==> src/rtl/apb_req_master.sv <==
// APB3 initiator: single-outstanding req/gnt/rvalid port to APB SETUP/ACCESS.
// A programmable ACCESS-cycle budget aborts transfers to hung slaves.
module apb_req_master #(
  parameter int APB_ADDR_WIDTH = 12,
  parameter int TIMEOUT_CYCLES = 256
) (
  input  logic                      HCLK,
  input  logic                      HRESETn,
  input  logic                      req_i,
  input  logic                      we_i,
  input  logic [31:0]               addr_i,
  input  logic [31:0]               wdata_i,
  output logic                      gnt_o,
  output logic                      rvalid_o,
  output logic [31:0]               rdata_o,
  output logic                      err_o,
  output logic [APB_ADDR_WIDTH-1:0] PADDR,
  output logic [31:0]               PWDATA,
  output logic                      PWRITE,
  output logic                      PSEL,
  output logic                      PENABLE,
  input  logic [31:0]               PRDATA,
  input  logic                      PREADY,
  input  logic                      PSLVERR
);

  localparam int CW = (TIMEOUT_CYCLES > 0) ?
    $clog2(TIMEOUT_CYCLES + 1) : 1;
  localparam logic [CW-1:0] LIMIT =
    CW'((TIMEOUT_CYCLES > 0) ? TIMEOUT_CYCLES - 1 : 0);
  localparam logic [CW-1:0] CMAX = '1;

  typedef enum logic [1:0] {
    IDLE,
    SETUP,
    ACCESS
  } state_e;

  state_e                    state_q, state_d;
  logic [CW-1:0]             cnt_q, cnt_d;
  logic [APB_ADDR_WIDTH-1:0] paddr_q, paddr_d;
  logic [31:0]               pwdata_q, pwdata_d;
  logic                      pwrite_q, pwrite_d;
  logic                      psel_q, penable_q;
  logic                      rvalid_q, rvalid_d;
  logic [31:0]               rdata_q, rdata_d;
  logic                      err_q, err_d;

  generate
    if (APB_ADDR_WIDTH < 32) begin : g_trunc
      logic unused_addr_hi;
      assign unused_addr_hi = ^addr_i[31:APB_ADDR_WIDTH];
    end
  endgenerate

  always_comb begin
    state_d  = state_q;
    cnt_d    = cnt_q;
    paddr_d  = paddr_q;
    pwdata_d = pwdata_q;
    pwrite_d = pwrite_q;
    rvalid_d = 1'b0;
    rdata_d  = rdata_q;
    err_d    = err_q;
    gnt_o    = 1'b0;
    unique case (state_q)
      IDLE: begin
        gnt_o = req_i;
        if (req_i) begin
          paddr_d  = addr_i[APB_ADDR_WIDTH-1:0];
          pwdata_d = wdata_i;
          pwrite_d = we_i;
          cnt_d    = '0;
          state_d  = SETUP;
        end
      end
      SETUP: state_d = ACCESS;
      ACCESS: begin
        if (!PREADY && cnt_q != CMAX)
          cnt_d = cnt_q + 1'b1;
        // completion beats the timeout when both land together
        if (PREADY) begin
          rvalid_d = 1'b1;
          err_d    = PSLVERR;
          rdata_d  = pwrite_q ? 32'h0 : PRDATA;
          state_d  = IDLE;
        end else if (TIMEOUT_CYCLES > 0 && cnt_q == LIMIT) begin
          rvalid_d = 1'b1;
          err_d    = 1'b1;
          rdata_d  = 32'h0;
          state_d  = IDLE;
        end
      end
      default: state_d = IDLE;
    endcase
  end

  always_ff @(posedge HCLK or negedge HRESETn) begin
    if (!HRESETn) begin
      state_q   <= IDLE;
      cnt_q     <= '0;
      paddr_q   <= '0;
      pwdata_q  <= '0;
      pwrite_q  <= 1'b0;
      psel_q    <= 1'b0;
      penable_q <= 1'b0;
      rvalid_q  <= 1'b0;
      rdata_q   <= '0;
      err_q     <= 1'b0;
    end else begin
      state_q   <= state_d;
      cnt_q     <= cnt_d;
      paddr_q   <= paddr_d;
      pwdata_q  <= pwdata_d;
      pwrite_q  <= pwrite_d;
      psel_q    <= (state_d != IDLE);
      penable_q <= (state_d == ACCESS);
      rvalid_q  <= rvalid_d;
      rdata_q   <= rdata_d;
      err_q     <= err_d;
    end
  end

  assign PADDR    = paddr_q;
  assign PWDATA   = pwdata_q;
  assign PWRITE   = pwrite_q;
  assign PSEL     = psel_q;
  assign PENABLE  = penable_q;
  assign rvalid_o = rvalid_q;
  assign rdata_o  = rdata_q;
  assign err_o    = err_q;

endmodule

==> config.mk <==
export PLATFORM = sky130hd
export DESIGN_NAME = apb_req_master
export DESIGN_NICKNAME = d
export VERILOG_FILES = /design/src/rtl/apb_req_master.sv
export SDC_FILE = /design/constraint.sdc
export NUM_CORES = 1
export LEC_CHECK = 0
export BUFFER_PORTS_ARGS = -buffer_cell sky130_fd_sc_hd__buf_4
export CORE_MARGIN = 1.5
export CORE_UTILIZATION = 46
export CTS_CLUSTER_DIAMETER = 60
export DETAILED_ROUTE_END_ITERATION = 8
export PLACE_DENSITY = 0.8
export SETUP_SLACK_MARGIN = 0.4
export SLEW_MARGIN = 15
export SYNTH_ARGS = -nofsm -noshare
export SYNTH_HDL_FRONTEND = slang
export SYNTH_SLANG_ARGS = --single-unit
==> constraint.sdc <==
create_clock -name HCLK -period 2.7 [get_ports HCLK]
set_input_delay 0.135 -clock HCLK [delete_from_list [all_inputs] [get_ports HCLK]]
set_output_delay 0.135 -clock HCLK [all_outputs]
set_load 0.03 [all_outputs]
==> results of run 1 <==
## power by group
group,internal [µW],switching [µW],total [µW]
Clock,348,516,864
Combinational,1350,2230,3590
Sequential,2010,411,2420
Total,3710,3160,6870
## final cells by class
class	instances	area [µm²]	share of cell area (%)
Tap cell	102	128	2.19
Timing Repair Buffer	229	1890	32.4
Clock inverter	7	57.6	0.989
Sequential cell	92	2300	39.6
Inverter	8	30.0	0.516
Clock buffer	9	124	2.13
Multi-Input combinational cell	191	1290	22.2
## routing by layer
layer / GRT usage (%) / vias up / part of all wire, %
met5: 0 / - / 0
met4: 10.6 / 0 / 2.5
met3: 6.49 / 30 / 7.9
met2: 46.4 / 183 / 51
met1: 34.6 / 1648 / 39
li1: - / 1521 / -
## cell usage after synthesis, drive strengths merged
cell type,n
nand3,6
or3b,1
ha,3
o41ai,1
mux2i,2
o32a,1
nand2b,4
or2,1
nor2,5
or4b,1
a21oi,4
o21ai,70
buf,5
inv,8
nor3b,1
or3,1
mux2,45
o31ai,5
nand2,34
o311ai,1
clkbuf,17
nor2b,1
nand4,1
or4,3
dfrtp,92
## sequential cells by signal (all words and copies together), names as in the netlist
name,cells
state_q,2
err_o,1
rdata_o,32
PSEL,1
PADDR,12
rvalid_o,1
PWRITE,1
PENABLE,1
PWDATA,32
cnt_q,9
## metrics by stage
step                total power (µW)  worst slack [ns]  hold WS, ns  util, %  cells
global placement                5690             0.322        0.172     64.8    562
global route                    7210             0.342      0.00866     74.9    638
finish                          6870             0.437     -0.00146     74.9    638
CTS                             6730             0.413     0.000755     74.6    636
floorplan                       4370             0.531       -0.161        -    313
detailed placement              5800             0.239        0.174     64.8    562
## worst reg2reg max path, stage by stage (launching register included)
cell and delay, ns:
dfrtp_1 0.41, ha_1 0.24, nand3_1 0.10, nor2_1 0.06, ha_1 0.21, or4b_4 0.54
or4_4 0.50, a21oi_2 0.14
## cells by family (layout without fill, tap and decap cells)
group / Yosys count / count (layout) / share of synthesized area [%]
simple gates: 59 / 59 / 7.45
buf+inv: 30 / 253 / 3.22
compound gates: 82 / 82 / 11.8
mux: 47 / 47 / 14.3
flops: 92 / 92 / 62.3
fa+ha+maj: 3 / 3 / 1.02
## cell usage in the layout (no fill, tap or decap), types with 3 or more instances in the layout
master and n:
mux2_1 45, o31ai_1 5, nor2_1 4, a21oi_1 3, clkbuf_8 9, nand2_1 34, o21ai_1 34, dlygate4sd3_1 57
o21ai_0 36, dfrtp_1 92, inv_1 8, ha_1 3, nand3_1 6, nand2b_1 4, buf_4 170
## how the worst max path moves through the flow
stage,endpoint,slack [ns],cells past startpoint
after CTS,cnt_q[7],0.41,7
after global placement,cnt_q[7],0.32,7
after detailed placement,cnt_q[7],0.24,7
after global routing,cnt_q[5],0.34,7
final,cnt_q[7],0.44,7
after floorplan,cnt_q[5],0.53,8
## repair_timing
action	4_1_cts	5_1_grt
buffers inserted	2	1
setup endpoints to repair	4	3
hold buffers	56	1
resized for setup	1	2
pin swaps	1	1
gates cloned	0	0
endpoints found under the hold margin	99	1
==> results by group, run 1 <==
Floorplan
  – Initial Util: 47.6%
  – I/O pins: ~180
  – Die area: 0.00858 mm²
  – Chip width: 92.6 µm
  – Row count: 32
  – Die height: 92.6 µm
  – Core area: a little under 0.008 mm²

STA
  – Final-report hold violation count: 1
  – Max_slew headroom: 60.7%
  – Worst-Margin Slew: 0.590 ns
  – Final setup violation count: 0
  – Setup TNS Final: 0 ns
  – Period utilization: 83.8%
  – Tmin final: 2.26 ns
  – Hold WS: -0.00146 ns
  – Clk_skew: 0.0143 ns
  – FMAX: 442 MHz
  – Max-slew violations: 0
  – RSZ-0062 raised after global routing: false

Finish
  – Share of cells above drive strength 1: 36.2%
  – Fin area: 0.00582 mm²
  – Area delta synth->final: 57.4%
  – # fillers: roughly 450
  – Ant. Diodes: 0
  – Final net count: 636

Clock network
  – Clock-pin slew on the worst setup and hold paths: around 0.09 ns
  – CTS Buf Count: 9
  – Sink Count: 92
  – CTS tree: yes
  – Clock Path Buffers: 2
  – Root buf cell: clkbuf_8
  – Clock Latency Late Sink: ~0.36 ns
  – H-tree depth: 3

Critical path
  – WP buf/inv: 0
  – R2r startpoint: cnt_q[0]
  – CP max stage delay: 0.54 ns
  – Critical path required time: 2.98 ns
  – Critical path's top delay family: simple AND/OR/NAND/NOR gates
  – WS Path Type: reg2reg
  – CP cell instances: ha_1 > nand3_1 > nor2_1 > ha_1 > or4b_4 > or4_4 > a21oi_2
  – Arrival time at the worst endpoint: 2.55 ns
  – Critical path launch point: cnt_q[0]
  – Startpoint types: register
  – R2R depth: 7
  – Crit end category: register
  – Reg2Reg Capture Point: cnt_q[7]
  – Most frequent CP cell: ha_1
  – Peak fanout along the critical path: 7
  – CP max stage cell: or4b_4
  – Flop2flop setup slack: 0.44 ns

Min path
  – HP Class: in2reg
  – Endpoint, Worst Hold: PADDR[6]
  – Launch point of the worst hold path: addr_i[6]
  – Hold path depth: 2

Job
  – Max-Cap Viols: 0

Drt
  – Initial drt markers: 332
  – Vias/cell: 5.30
  – First-pass DRT Iterations: 5
  – Wirelength, routed: 11800 µm
  – Routed Antenna Nets: 0
  – Vias: 3382
  – DR WL/cell: 18.4 µm
  – # DRC: 0

GRT
  – Number of global-route vias before repair: 3498
  – Total Routing Usage GR: around 28%
  – Largest net degree at the start of global routing: just under 50
  – First-pass GRT wire length: 18300 µm
  – Initial antenna violation count: 0
  – Grt total ovfl: 0

Logic synthesis
  – Post-synth top area cell: dfrtp_1
  – Avg Inst Size Synth: 11.8 µm²
  – Post-Synthesis Cells: 313
  – Ranking of synthesized cells by area: dfrtp_1, mux2_1, o21ai_0, o21ai_1, nand2_1
  – Yosys top cell area share: between 60 and 70%
  – Post-synthesis register bit count: 92
  – Post-Syn Area: between 0.003 and 0.004 mm²
  – Register area share after synthesis: 62.3%
  – Cell variety after synth: 26
  – Post-Syn Nets: between 400 and 500
  – Synth warn: 0

Power and ir drop
  – Static Leakage: 0.00275 µW
  – PD cells: 1180 mW/mm²
  – Peak VDD IR: around 0.57 mV

Placed design
  – HPWL after detailed placement: 6460 µm
  – Routability cong.: 0.853
  – IO buf count: ~160
  – Cell area after placement: 0.00503 mm²

Run status
  – Status: finished, violations left
  – Failing checks: negative hold slack
No activity file was read; power rests on OpenSTA's default activity.
==> run 2, diff against run 1 <==
Clock period 2.7 ns to 2.1 ns, I/O delays scaled along.
==> results by group, run 2 (same netlist as run 1, synthesis figures left out) <==
GRT
  – Initial antenna violation count: 0 (unchanged)
  – Total Routing Usage GR: 35.7% (+8.1 points)
  – Largest net degree at the start of global routing: 59 (+20%)
  – Number of global-route vias before repair: 3988 (+14%)
  – Grt total ovfl: 0 (unchanged)
  – First-pass GRT wire length: 22600 µm (+24%)

Drt
  – Vias: 3849 (+14%)
  – Wirelength, routed: 16200 µm (+38%)
  – # DRC: 0 (unchanged)
  – Routed Antenna Nets: 0 (unchanged)
  – Initial drt markers: 349 (+5.1%)
  – Vias/cell: 5.69 (+7.4%)
  – DR WL/cell: 24.0 µm (+30%)
  – First-pass DRT Iterations: 5 (unchanged)

STA
  – Worst-Margin Slew: 0.524 ns (-0.0665 ns)
  – FMAX: 437 MHz (-1.1%)
  – RSZ-0062 raised after global routing: true
  – Tmin final: 2.29 ns (+0.0256 ns)
  – PnR worst setup slack: -0.188 ns (-0.626 ns)
  – Clk_skew: 0.0236 ns (+0.00931 ns)
  – Max_slew headroom: 65.1% (+4.4 points)
  – Max-slew violations: 0 (unchanged)
  – Final-report hold violation count: 0 (-1)
  – Final setup violation count: 12 (+12)
  – Period utilization: 109% (+25 points)

Floorplan
  – Die area: 0.00858 mm² (unchanged)
  – Core area: 0.00777 mm² (unchanged)
  – Chip width: 92.6 µm (unchanged)
  – Initial Util: 47.6% (unchanged)
  – I/O pins: 184 (unchanged)
  – Die height: 92.6 µm (unchanged)
  – Row count: 32 (unchanged)

Placed design
  – Cell area after placement: 0.00513 mm² (+1.8%)
  – HPWL after detailed placement: 6650 µm (+2.9%)
  – IO buf count: 163 (unchanged)
  – Placed Cells: 571 (+1.6%)
  – Routability cong.: 0.831 (-2.6%)

Finish
  – # fillers: 334 (-26%)
  – Ant. Diodes: 0 (unchanged)
  – Final net count: 674 (+6.0%)
  – Commonest non-fill, non-tap cell in the layout: buf_4
  – Area delta synth->final: 79.4%
  – Fin area: 0.00663 mm² (+14%)
  – Util after Layout: 85.3% (+10 points)
  – Share of cells above drive strength 1: 48.8% (+13 points)
  – Post-route insts no fill: 676 (+6.0%)
  – Most frequent cells in the layout: buf_4, dfrtp_1, dlygate4sd3_1

Clock network
  – Root buf cell: clkbuf_8
  – CTS tree: yes
  – Clock Path Buffers: 2 (unchanged)
  – H-tree depth: 3 (unchanged)
  – Clock Latency Late Sink: 0.37 ns (about the same)
  – Clock-pin slew on the worst setup and hold paths: 0.10 ns (about the same)
  – CTS Buf Count: 9 (unchanged)
  – Sink Count: 92 (unchanged)

Power and ir drop
  – Pwr Total: 9910 µW (+44%)
  – PD cells: 1490 mW/mm² (+27%)
  – Static Leakage: 0.00308 µW (+12%)
  – Peak VDD IR: 0.968 mV (+70%)

Critical path
  – WS Path Type: reg2reg
  – Crit end category: register
  – Critical path required time: 2.33 ns (-0.65 ns)
  – Peak fanout along the critical path: 8 (+1)
  – Startpoint types: register
  – Arrival time at the worst endpoint: 2.52 ns (-0.03 ns)

Run status
  – Status: finished, violations left
  – Failing checks: negative setup slack

Min path
  – HP Class: in2reg

Job
  – Max-Cap Viols: 0 (unchanged)
run 2: changes by cell type in the layout (fill, tap and decap cells not counted), sizes merged:
cell and delta:
buf +28, dlygate4sd3 +10, inv -2, bufinv +1
clkbuf +1
run 2: area by class of cell:
| class | count | area [µm²] | share of cell area [%] |
|---|---|---|---|
| clock buffer | 10 | 128 | 1.93 |
| clock inverter | 6 | 71.3 | 1.08 |
| inverter | 8 | 37.5 | 0.566 |
| multi-input combinational | 191 | 1530 | 23.0 |
| sequential | 92 | 2310 | 34.8 |
| tap | 102 | 128 | 1.93 |
| timing repair buffer | 267 | 2430 | 36.7 |
run 2: routing by layer:
layer | GRT usage [%] | up-vias | wire [µm]
li1 | - | 1606 | -
met1 | 42.0 | 1890 | 6010
met2 | 61.8 | 291 | 8060
met3 | 9.69 | 62 | 1460
met4 | 14.8 | 0 | 706
met5 | 0 | - | 0
run 2: critical path, cell delays in order, from the launching register on:
cell     delay [ns]
dfrtp_1        0.42
nand4_1        0.21
nor2_2         0.22
buf_4          0.15
buf_6          0.09
ha_4           0.14
nor2_4         0.05
buf_6          0.11
buf_8          0.13
buf_12         0.13
buf_16         0.14
o21ai_1        0.22
o21ai_1        0.15
run 2: repair_timing:
action                     4_1_cts  5_1_grt
pin swaps                       42        2
gates cloned                     8        0
hold endpoints to repair       100        0
setup buffers                    7        7
hold buffers                    67        0
setup endpoints to repair       43       65
gates resized for setup         86       31
run 2: through the flow:
step | hold slack (ns) | setup slack, ns | setup TNS [ns]
6_report | 0.000366 | -0.188 | -0.707
5_1_grt | 0.00258 | -0.178 | -1.41
4_1_cts | 0.000346 | 0.0114 | 0
3_5_place_dp | 0.0958 | -0.0397 | -0.0972
3_3_place_gp | 0.0791 | 0.000469 | 0
2_1_floorplan | -0.191 | -0.0305 | -0.0611
run 2: report_power, final:
part / internal, µW / switching (µW) / total [µW]
registers: 2590 / 658 / 3250
logic: 2130 / 3260 / 5390
clock network: 563 / 708 / 1270
run 2: worst paths after layout:
kind	start	endpoint	slack, ns	cells past startpoint
max reg2reg	cnt_q[6]	rdata_o[25]	-0.19	12
max	cnt_q[6]	rdata_o[25]	-0.19	12
min	PRDATA[11]	rdata_o[11]	0.0004	3
min reg2reg	PWDATA[27]	PWDATA[27]	0.51	1
min in group asynchronous	HRESETn	PWDATA[5]	0.26	2
max in group asynchronous	HRESETn	rdata_o[12]	1.15	3
